===== src/rtl/event_pkg.sv =====
// Shared definitions for the event readout path: AXI encodings, page size
// and the readout master state encoding.
package event_pkg;

  localparam logic [1:0] AXI_BURST_INCR       = 2'b01;
  localparam logic [1:0] AXI_RESP_OKAY        = 2'b00;
  localparam logic [3:0] AXI_CACHE_BUFFERABLE = 4'b0011;
  localparam int unsigned PAGE_BYTES          = 4096;

  typedef enum logic [1:0] {
    ST_IDLE,
    ST_ISSUE,
    ST_DRAIN,
    ST_DONE
  } rd_state_e;

endpackage


===== src/rtl/axis_reg_slice.sv =====
// Single-stage valid/ready register carrying tdata and tlast.
// Ports:
//   aclk, rst              clock, synchronous active-high reset
//   s_tdata_i/s_tlast_i    upstream beat, s_tvalid_i/s_tready_o handshake
//   m_tdata_o/m_tlast_o    registered beat, m_tvalid_o/m_tready_i handshake
module axis_reg_slice #(
  parameter int DATA_WIDTH = 512
) (
  input  logic                  aclk,
  input  logic                  rst,
  input  logic [DATA_WIDTH-1:0] s_tdata_i,
  input  logic                  s_tlast_i,
  input  logic                  s_tvalid_i,
  output logic                  s_tready_o,
  output logic [DATA_WIDTH-1:0] m_tdata_o,
  output logic                  m_tlast_o,
  output logic                  m_tvalid_o,
  input  logic                  m_tready_i
);

  logic                  vld_q;
  logic                  last_q;
  logic [DATA_WIDTH-1:0] data_q;

  // The register can take a new beat when empty or while its beat leaves.
  assign s_tready_o = !vld_q || m_tready_i;

  always_ff @(posedge aclk) begin
    if (rst) begin
      vld_q  <= 1'b0;
      last_q <= 1'b0;
    end else if (s_tready_o) begin
      vld_q  <= s_tvalid_i;
      last_q <= s_tvalid_i && s_tlast_i;
    end
  end

  always_ff @(posedge aclk) begin
    if (s_tready_o && s_tvalid_i) data_q <= s_tdata_i;
  end

  assign m_tdata_o  = data_q;
  assign m_tlast_o  = last_q;
  assign m_tvalid_o = vld_q;

endmodule


===== src/rtl/event_readout_master.sv =====
// AXI4 read initiator draining events from DDR into a stream.
// A (base address, beat count) command is split into INCR bursts that never
// cross a 4 KB page, with a bounded number of bursts in flight. Read data
// passes through one output register; tlast marks the command's final beat.
// Ports:
//   aclk, rst                       clock, synchronous active-high reset
//   cmd_addr/cmd_len/cmd_valid/ready command handshake (accepted in IDLE only)
//   m_axi_ar*                       AXI read address channel
//   m_axi_r*                        AXI read data channel
//   m_axis_t*                       output stream
//   done/err                        one-cycle completion pulse, error flag
module event_readout_master
  import event_pkg::*;
#(
  parameter int ADDR_WIDTH      = 34,
  parameter int DATA_WIDTH      = 512,
  parameter int MAX_BURST       = 64,
  parameter int MAX_OUTSTANDING = 4,
  parameter int LEN_WIDTH       = 16
) (
  input  logic                  aclk,
  input  logic                  rst,
  input  logic [ADDR_WIDTH-1:0] cmd_addr,
  input  logic [LEN_WIDTH-1:0]  cmd_len,
  input  logic                  cmd_valid,
  output logic                  cmd_ready,
  output logic [ADDR_WIDTH-1:0] m_axi_araddr,
  output logic [7:0]            m_axi_arlen,
  output logic [2:0]            m_axi_arsize,
  output logic [1:0]            m_axi_arburst,
  output logic [3:0]            m_axi_arcache,
  output logic [2:0]            m_axi_arprot,
  output logic                  m_axi_arvalid,
  input  logic                  m_axi_arready,
  input  logic [DATA_WIDTH-1:0] m_axi_rdata,
  input  logic [1:0]            m_axi_rresp,
  input  logic                  m_axi_rlast,
  input  logic                  m_axi_rvalid,
  output logic                  m_axi_rready,
  output logic [DATA_WIDTH-1:0] m_axis_tdata,
  output logic                  m_axis_tlast,
  output logic                  m_axis_tvalid,
  input  logic                  m_axis_tready,
  output logic                  done,
  output logic                  err
);

  localparam int BPB = DATA_WIDTH / 8;
  localparam int OFF = $clog2(BPB);
  localparam int CW  = (LEN_WIDTH > 13) ? LEN_WIDTH + 1 : 14;
  localparam int OW  = $clog2(MAX_OUTSTANDING + 1);

  rd_state_e             state_q, state_d;
  logic [ADDR_WIDTH-1:0] ar_addr_q, araddr_q;
  logic [LEN_WIDTH-1:0]  ar_rem_q, r_rem_q;
  logic [7:0]            arlen_q;
  logic                  arvalid_q;
  logic [OW-1:0]         outstanding_q;
  logic                  err_q;

  logic        cmd_hs, ar_hs, r_hs, out_inc, out_dec, issue;
  logic [12:0] page_left;
  logic [CW-1:0] btb, blen;

  assign cmd_ready = (state_q == ST_IDLE) && !rst;
  assign cmd_hs    = cmd_valid && cmd_ready;
  assign ar_hs     = arvalid_q && m_axi_arready;
  assign r_hs      = m_axi_rvalid && m_axi_rready;
  assign out_inc   = ar_hs;
  assign out_dec   = r_hs && m_axi_rlast && (outstanding_q != '0);

  // 13 bits so a page-aligned address yields the full 4096 bytes.
  assign page_left = 13'(PAGE_BYTES) - {1'b0, ar_addr_q[11:0]};
  assign btb       = CW'(page_left >> OFF);

  always_comb begin
    blen = CW'(ar_rem_q);
    if (blen > CW'(MAX_BURST)) blen = CW'(MAX_BURST);
    if (blen > btb)            blen = btb;
  end

  // One burst is prepared at a time; the next is registered only after the
  // current address handshake has updated ar_addr/ar_rem.
  assign issue = (state_q == ST_ISSUE) && !arvalid_q && (ar_rem_q != '0) &&
                 (outstanding_q < OW'(MAX_OUTSTANDING));

  always_comb begin
    state_d = state_q;
    case (state_q)
      // An empty command passes through DRAIN, which finds nothing pending,
      // so its done pulse lands two cycles after the handshake.
      ST_IDLE:  if (cmd_hs) state_d = (cmd_len != '0) ? ST_ISSUE : ST_DRAIN;
      ST_ISSUE: if ((ar_rem_q == '0) && !arvalid_q) state_d = ST_DRAIN;
      ST_DRAIN: if ((r_rem_q == '0) && (!m_axis_tvalid || m_axis_tready)) state_d = ST_DONE;
      ST_DONE:  state_d = ST_IDLE;
      default:  state_d = ST_IDLE;
    endcase
  end

  always_ff @(posedge aclk) begin
    if (rst) begin
      state_q       <= ST_IDLE;
      ar_addr_q     <= '0;
      ar_rem_q      <= '0;
      r_rem_q       <= '0;
      outstanding_q <= '0;
      err_q         <= 1'b0;
      arvalid_q     <= 1'b0;
    end else begin
      state_q <= state_d;
      if (cmd_hs) begin
        ar_addr_q <= cmd_addr & ~ADDR_WIDTH'(BPB - 1);
        ar_rem_q  <= cmd_len;
        r_rem_q   <= cmd_len;
        err_q     <= 1'b0;
      end else begin
        if (ar_hs) begin
          ar_addr_q <= ar_addr_q + ((ADDR_WIDTH'(arlen_q) + ADDR_WIDTH'(1)) << OFF);
          ar_rem_q  <= ar_rem_q - (LEN_WIDTH'(arlen_q) + LEN_WIDTH'(1));
        end
        if (r_hs && (r_rem_q != '0)) r_rem_q <= r_rem_q - LEN_WIDTH'(1);
        if (r_hs && (m_axi_rresp != AXI_RESP_OKAY)) err_q <= 1'b1;
      end
      if (ar_hs)      arvalid_q <= 1'b0;
      else if (issue) arvalid_q <= 1'b1;
      if (out_inc && !out_dec)      outstanding_q <= outstanding_q + OW'(1);
      else if (out_dec && !out_inc) outstanding_q <= outstanding_q - OW'(1);
    end
  end

  always_ff @(posedge aclk) begin
    if (issue) begin
      araddr_q <= ar_addr_q;
      arlen_q  <= 8'(blen - CW'(1));
    end
  end

  assign m_axi_araddr  = araddr_q;
  assign m_axi_arlen   = arlen_q;
  assign m_axi_arvalid = arvalid_q;
  assign m_axi_arsize  = 3'(OFF);
  assign m_axi_arburst = AXI_BURST_INCR;
  assign m_axi_arcache = AXI_CACHE_BUFFERABLE;
  assign m_axi_arprot  = 3'b000;

  axis_reg_slice #(.DATA_WIDTH(DATA_WIDTH)) u_out (
    .aclk       (aclk),
    .rst        (rst),
    .s_tdata_i  (m_axi_rdata),
    .s_tlast_i  (r_rem_q == LEN_WIDTH'(1)),
    .s_tvalid_i (m_axi_rvalid),
    .s_tready_o (m_axi_rready),
    .m_tdata_o  (m_axis_tdata),
    .m_tlast_o  (m_axis_tlast),
    .m_tvalid_o (m_axis_tvalid),
    .m_tready_i (m_axis_tready)
  );

  assign done = (state_q == ST_DONE);
  assign err  = (state_q == ST_DONE) && err_q;

endmodule


===== config.mk =====
export PLATFORM = sky130hd
export DESIGN_NAME = event_readout_master
export DESIGN_NICKNAME = d
export VERILOG_FILES = /design/src/rtl/event_pkg.sv /design/src/rtl/axis_reg_slice.sv /design/src/rtl/event_readout_master.sv
export SDC_FILE = /design/constraint.sdc
export NUM_CORES = 1
export LEC_CHECK = 0
export CAP_MARGIN = 20
export CORE_AREA = 3 3 440 442
export CTS_CLUSTER_DIAMETER = 150
export DETAILED_ROUTE_END_ITERATION = 16
export DIE_AREA = 0 0 443 445
export HOLD_SLACK_MARGIN = 0.03
export PLACE_DENSITY = 0.31
export SYNTH_ARGS = -nofsm -noshare
export SYNTH_HDL_FRONTEND = slang
export SYNTH_SLANG_ARGS = --single-unit

===== constraint.sdc =====
create_clock -name aclk -period 21.4 [get_ports aclk]
set_clock_uncertainty 0.05 [all_clocks]
set_input_delay 3.21 -clock aclk [delete_from_list [all_inputs] [get_ports aclk]]
set_output_delay 3.21 -clock aclk [all_outputs]
set_load 0.05 [all_outputs]

# Word-level counts from Yosys, hierarchy flattened
# Index checks and enable logic that the tools add are counted.
[word_totals]
reg_bits = 629
latchBits = 0
mem_bits_rw = 0
mem_bits_ro = 0
inputBits = 571
output_inout_bits = 573
wordCells = 84
mem_count = 0
[op_classes]
n_addsub = 9
mul = 0
div_mod_pow = 0
magnitude_cmp = 3
eq_ne = 7
shifts = 0
muxes = 15
bitwise = 0
reduce_logical = 37
[ops]
columns = ["operator", "count"]
rows = [
  ["$mux 16", 5],
  ["$mux 34", 2],
  ["$reduce_bool 16->1", 3],
  ["$add 34x15->34", 1],
  ["$logic_not 16->1", 2],
  ["$add 8x1->9 const B", 2],
  ["$logic_and 1x1->1", 17],
  ["$eq 16x1->1 const B", 1],
  ["$gt 16x7->1", 1],
  ["$gt 16x7->1 const B", 1],
  ["$sub 16x1->16 const B", 1],
  ["$sub 16x9->16", 1],
  ["$sub 13x12->13 const A", 1],
  ["$mux 2", 4],
  ["$mux 8", 1],
  ["$pmux 2 s4", 1],
  ["$reduce_bool 2->1", 4],
  ["$sub 8x1->8 const B", 1],
  ["$mux 3", 2],
  ["$logic_not 1->1", 5],
  ["$eq 2x2->1 const B", 2],
  ["$ne 2x2->1 const B", 2],
  ["$reduce_or 2->1", 2],
  ["$add 3x1->3 const B", 1],
  ["other kinds (8)", 8],
]

# Depth between registers and ports, before layout
[logic_depth]
depth_word = 8
ltp_mapped = 19
depth_no_buf = 18

# Modules after synthesis
# A second synthesis with hierarchy kept.
[unflattened]
hier_cells = 1189
hier_area_um2 = 21592.0
[modules_own_cells]
columns = ["module", "n_inst", "cells_each", "area_each_um2", "seq_area_each_um2"]
rows = [
  ["axis_reg_slice", 1, 522, 15469.8, 15414.8],
  ["event_readout_master", 1, 667, 6122.1, 2422.3],
]

# Least setup slack after synthesis
# Ideal clock, no wire load.
[synth_path]
path_kind = "input -> register"
startpoint = "input port m_axis_tready"
endpoint = "register outstanding_q[2]"
setup_time_ns = 0.070
arrival_ns = 16.777
required_time_ns = 21.280
path_slack_ns = 4.503
path_stages = 11
path_buffers = 0
path_cell_list = "nor2b_1 > inv_1 > nand2_1 > inv_1 > o311ai_0 > ha_1 > inv_1 > fa_1 > xor2_1 > or3_1 > a21oi_1"
[synth_via]
elab_chain_cells = 7
word_cells_on_any_way = 9
classes_between = "1 x mux; 8 x reduce/logical"
[synth_rtl]
columns = ["item", "line_no", "rtl"]
rows = [
  ["start, declared", "event_readout_master.sv:43", "input logic m_axis_tready,"],
  ["$logic_or 1x1->1 (*)", "axis_reg_slice.sv:26", "assign s_tready_o = !vld_q || m_tready_i;"],
  ["named net m_axi_rready", "event_readout_master.sv:39", "output logic m_axi_rready,"],
  ["$logic_and 1x1->1 (*)", "event_readout_master.sv:68", "assign r_hs = m_axi_rvalid && m_axi_rready;"],
  ["named net r_hs", "event_readout_master.sv:61", "logic cmd_hs, ar_hs, r_hs, out_inc, out_dec, issue;"],
  ["$logic_and 1x1->1 (*) (2 in a row)", "event_readout_master.sv:70", "assign out_dec = r_hs && m_axi_rlast && (outstanding_q != '0);"],
  ["$logic_not 1->1", "event_readout_master.sv:126", "if (out_inc && !out_dec) outstanding_q <= outstanding_q + OW'(1);"],
  ["$logic_and 1x1->1", "event_readout_master.sv:126", ""],
  ["$mux 3 / $reduce_bool 2->1 (equally long branches)", "--", ""],
  ["end signal, assigned", "event_readout_master.sv:126", ""],
  ["end signal, assigned", "event_readout_master.sv:127", "else if (out_dec && !out_inc) outstanding_q <= outstanding_q - OW'(1);"],
  ["end, declared", "event_readout_master.sv:58", "logic [OW-1:0] outstanding_q;"],
]
# Mark *: on every way through the listed nets, which the timed path passes. The rest lies on a longest branch.
# A chain may end at the register's enable or synchronous reset.

# Worst setup path after layout
[layout_path]
startpoint = "input port m_axis_tready"
endpoint = "output port m_axi_rready"
[layout_via]
elab_chain_cells = 1
[layout_rtl]
columns = ["item", "line_no"]
rows = [
  ["$logic_or 1x1->1", "axis_reg_slice.sv:26"],
  ["end, declared", "event_readout_master.sv:39"],
]
# Every way passes these cells.

==> summary.md <==
| Metric | Value |
|---|---|
| Min-Delay Path Class | reg -> reg |
| Setup ws final | 13.22 ns |
| Die H | 445 µm |
| Number of I/O pins | 1144 |
| Power Density | 102 nW/µm² |
| Setup Slack @ Placement | 13.12 ns |
| Post-synth EDFFs | 548 |
| Die X | 443 µm |
| Yosys warnings | 0 |
| Leak | 0.0130 µW |
| Worst path bufs/invs | 4 |
| Sequential Area | 17800 µm² |
| Clock transition at path regs | 0.05 ns |
| # nets final | 2980 |
| Layout cells sized above 1 | 6.14% |
| Clock Sinks | 617 |
| Largest net degree at the start of global routing | 112 |
| All-Layer GR Usage | 13.2% |
| Setup Total Neg Slack | 0 ns |
| Total CTS buffers | 86 |
| Routed Antenna Nets | 0 |
| Final Util | 20.3% |
| Multi-input logic area | 3240 µm² |
| Buffer depth of the longest clock path | 3 |
| Fin crit period | 8.18 ns |
| F_max | 0.122 GHz |
| Final setup viols | 0 |
| WL/cell | 27.3 µm |
| Mapped Avg Cell Area | 18.2 µm² |
| Resized cells post-CTS | 0 |
| Most instantiated cells after synthesis | edfxtp_1, dfxtp_1, nor2_1 |
| Final GP Congestion | 0.819 |
| Fillers | 20400 |
| Critical path arrival | 4.92 ns |
| Tcrit/Tclk final | 38.2% |
| First-pass GRT wire length | 170000 µm |
| Leading area contributor after synthesis | edfxtp_1 |
| CP top delay family | buffers and inverters |
| Skew-Pair Late Insertion Delay | 0.69 ns |
| Reg2reg setup slack | 16.62 ns |
| Max-slew violation count | 0 |
| H-tree depth | 3 |
| Crit. End Element | output port |
| Hold Vio Cnt, Final | 0 |
| Via density | 3.13 |
| Rows | 160 |
| RSZ-0062 raised after global routing | false |
| Starting density of the core | 11.2% |
| Total die area | 197000 µm² |
| Flops & latches, synth | 617 |
| Initial antenna violation count | 65 |
| Core area | 190000 µm² |
| Synth Cell Area | 21300 µm² |
| Slew margin rel. | 28.0% |
| Most common cell in the netlist | edfxtp_1 |
| CP max stage delay | 0.97 ns |
| Yosys top cell area share | 77.1% |
| Mapped Cells | 1171 |
| Cts hold-fix bufs | 0 |
| Via count | 15500 |
| CTS tree | built |
| Post-synthesis sequential area ratio | 83.6% |
| Worst path cell trace | clkdlybuf4s50_1 -> nor2b_1 -> buf_4 -> inv_1 -> clkdlybuf4s50_1 |
| Initial DRC count | 774 |
| Crit Path Class | in -> out |
| Port-buffer cells | 1119 |
| Global route overflow | 0 |
| Top cell by count, worst path | clkdlybuf4s50_1 |
| Post-synth ARST share | 0% |
| Number of global-route vias before repair | 15400 |
| Critical path fanouts, max | 4 |
| Worst Tran Pin Value | 1.08 ns |
| Routed WL | 135000 µm |
| Critical path launch point type | input port |
| Post-CTS setup buffer count | 0 |
| Post-synthesis cell type count | 54 |
| Area grow syn2layout | 80.6% |
| Status | completed |
| Top cells by area, synth | edfxtp_1, dfxtp_1, ha_1, xnor2_1, nor2_1 |
| DP HPWL | 111000 µm |
| Router iterations before antenna repair | 6 |
| DRC | 0 |
| Critical path's slowest cell | clkdlybuf4s50_1 |
| Post-synth top flop | edfxtp_1 |
| CP Data Required Time | 18.14 ns |
| CTS Root Cell | clkbuf_16 |
| Max-cap violation count | 0 |
| Maximum vdd drop | 0.0563 mV |
routing by layer:
layer	global-route usage, %	up-vias	wire, µm
met5	0	-	123
met4	3.48	18	3040
met3	4.53	198	10500
met2	24.6	702	72100
met1	14.1	7716	49700
li1	-	6907	-
layout by cell type (no fill, tap or decap), drive strengths merged, types with 5 or more instances in the layout:
cell type / instances
o21bai: 15
or3: 14
diode: 6
nand4: 9
and3: 5
a211oi: 26
buf: 19
bufinv: 5
clkinv: 24
mux2i: 6
nand3: 19
a21oi: 45
nor4: 10
a311oi: 9
nor3: 25
a31oi: 8
a21o: 6
clkbuf: 123
xor2: 26
or4: 6
clkdlybuf4s50: 1116
ha: 35
nand2: 54
nor2: 67
o21ai: 17
conb: 18
inv: 37
dfxtp: 69
xnor2: 37
edfxtp: 548
cell families after synthesis:
group,count (synthesis),share of synthesized area [%]
flip-flops,617,83.6
AND/OR/NAND/NOR,229,5.15
AO/OA/AOI/OAI,146,4.50
buffers and inverters,70,1.55
XOR/XNOR,63,2.59
adder cells (fa/ha/maj),38,2.33
multiplexers,6,0.281
other,2,0.0352
registers in the layout, summed over array words and instances (netlist names), 2 cells and up:
register and cells:
u_out.m_tdata_o 512, m_axi_arlen 8, state_q 2, outstanding_q 3
ar_addr_q 28, ar_rem_q 16, r_rem_q 16, m_axi_araddr 28
worst min-delay path: stages, from the launching register on:
cell	delay, ns
dfxtp_1	0.31
nand2_1	0.05
a21oi_1	0.05
path summary, 6_finish.rpt:
path,startpoint,end,cells after the start
worst max-delay path,m_axis_tready,m_axi_rready,5
worst min-delay path,u_out.m_tlast_o,u_out.m_tlast_o,2
worst max register to register,u_out.m_tvalid_o,u_out.m_tdata_o[158],8
worst min register to register,u_out.m_tlast_o,u_out.m_tlast_o,2
metrics by stage:
| step | area [µm²] | std cells | power (µW) | hold WS [ns] |
|---|---|---|---|---|
| final | 38500 | 4959 | 3950 | 0.404 |
| after CTS | 38500 | 4953 | 4050 | 0.412 |
| after floorplan | 21400 | 1187 | 2110 | 0.367 |
| after global placement | 35700 | 4794 | 2520 | 0.405 |
| after global routing | 38500 | 4954 | 4140 | 0.443 |
| after detailed placement | 35700 | 4794 | 2510 | 0.406 |
cell type report:
class	count	area share [%]
Antenna cell	6	0.0390
Clock buffer	123	6.35
Clock inverter	36	1.10
Inverter	31	0.321
Multi-Input combinational cell	500	8.42
Sequential cell	617	46.3
Tap cell	2511	8.15
Timing Repair Buffer	1135	29.3
report_power, final:
group	total (µW)	switching (µW)	internal, µW
Clock	1480	614	865
Combinational	957	606	351
Sequential	1510	67.2	1440
Power figures use the tool's default switching activity.
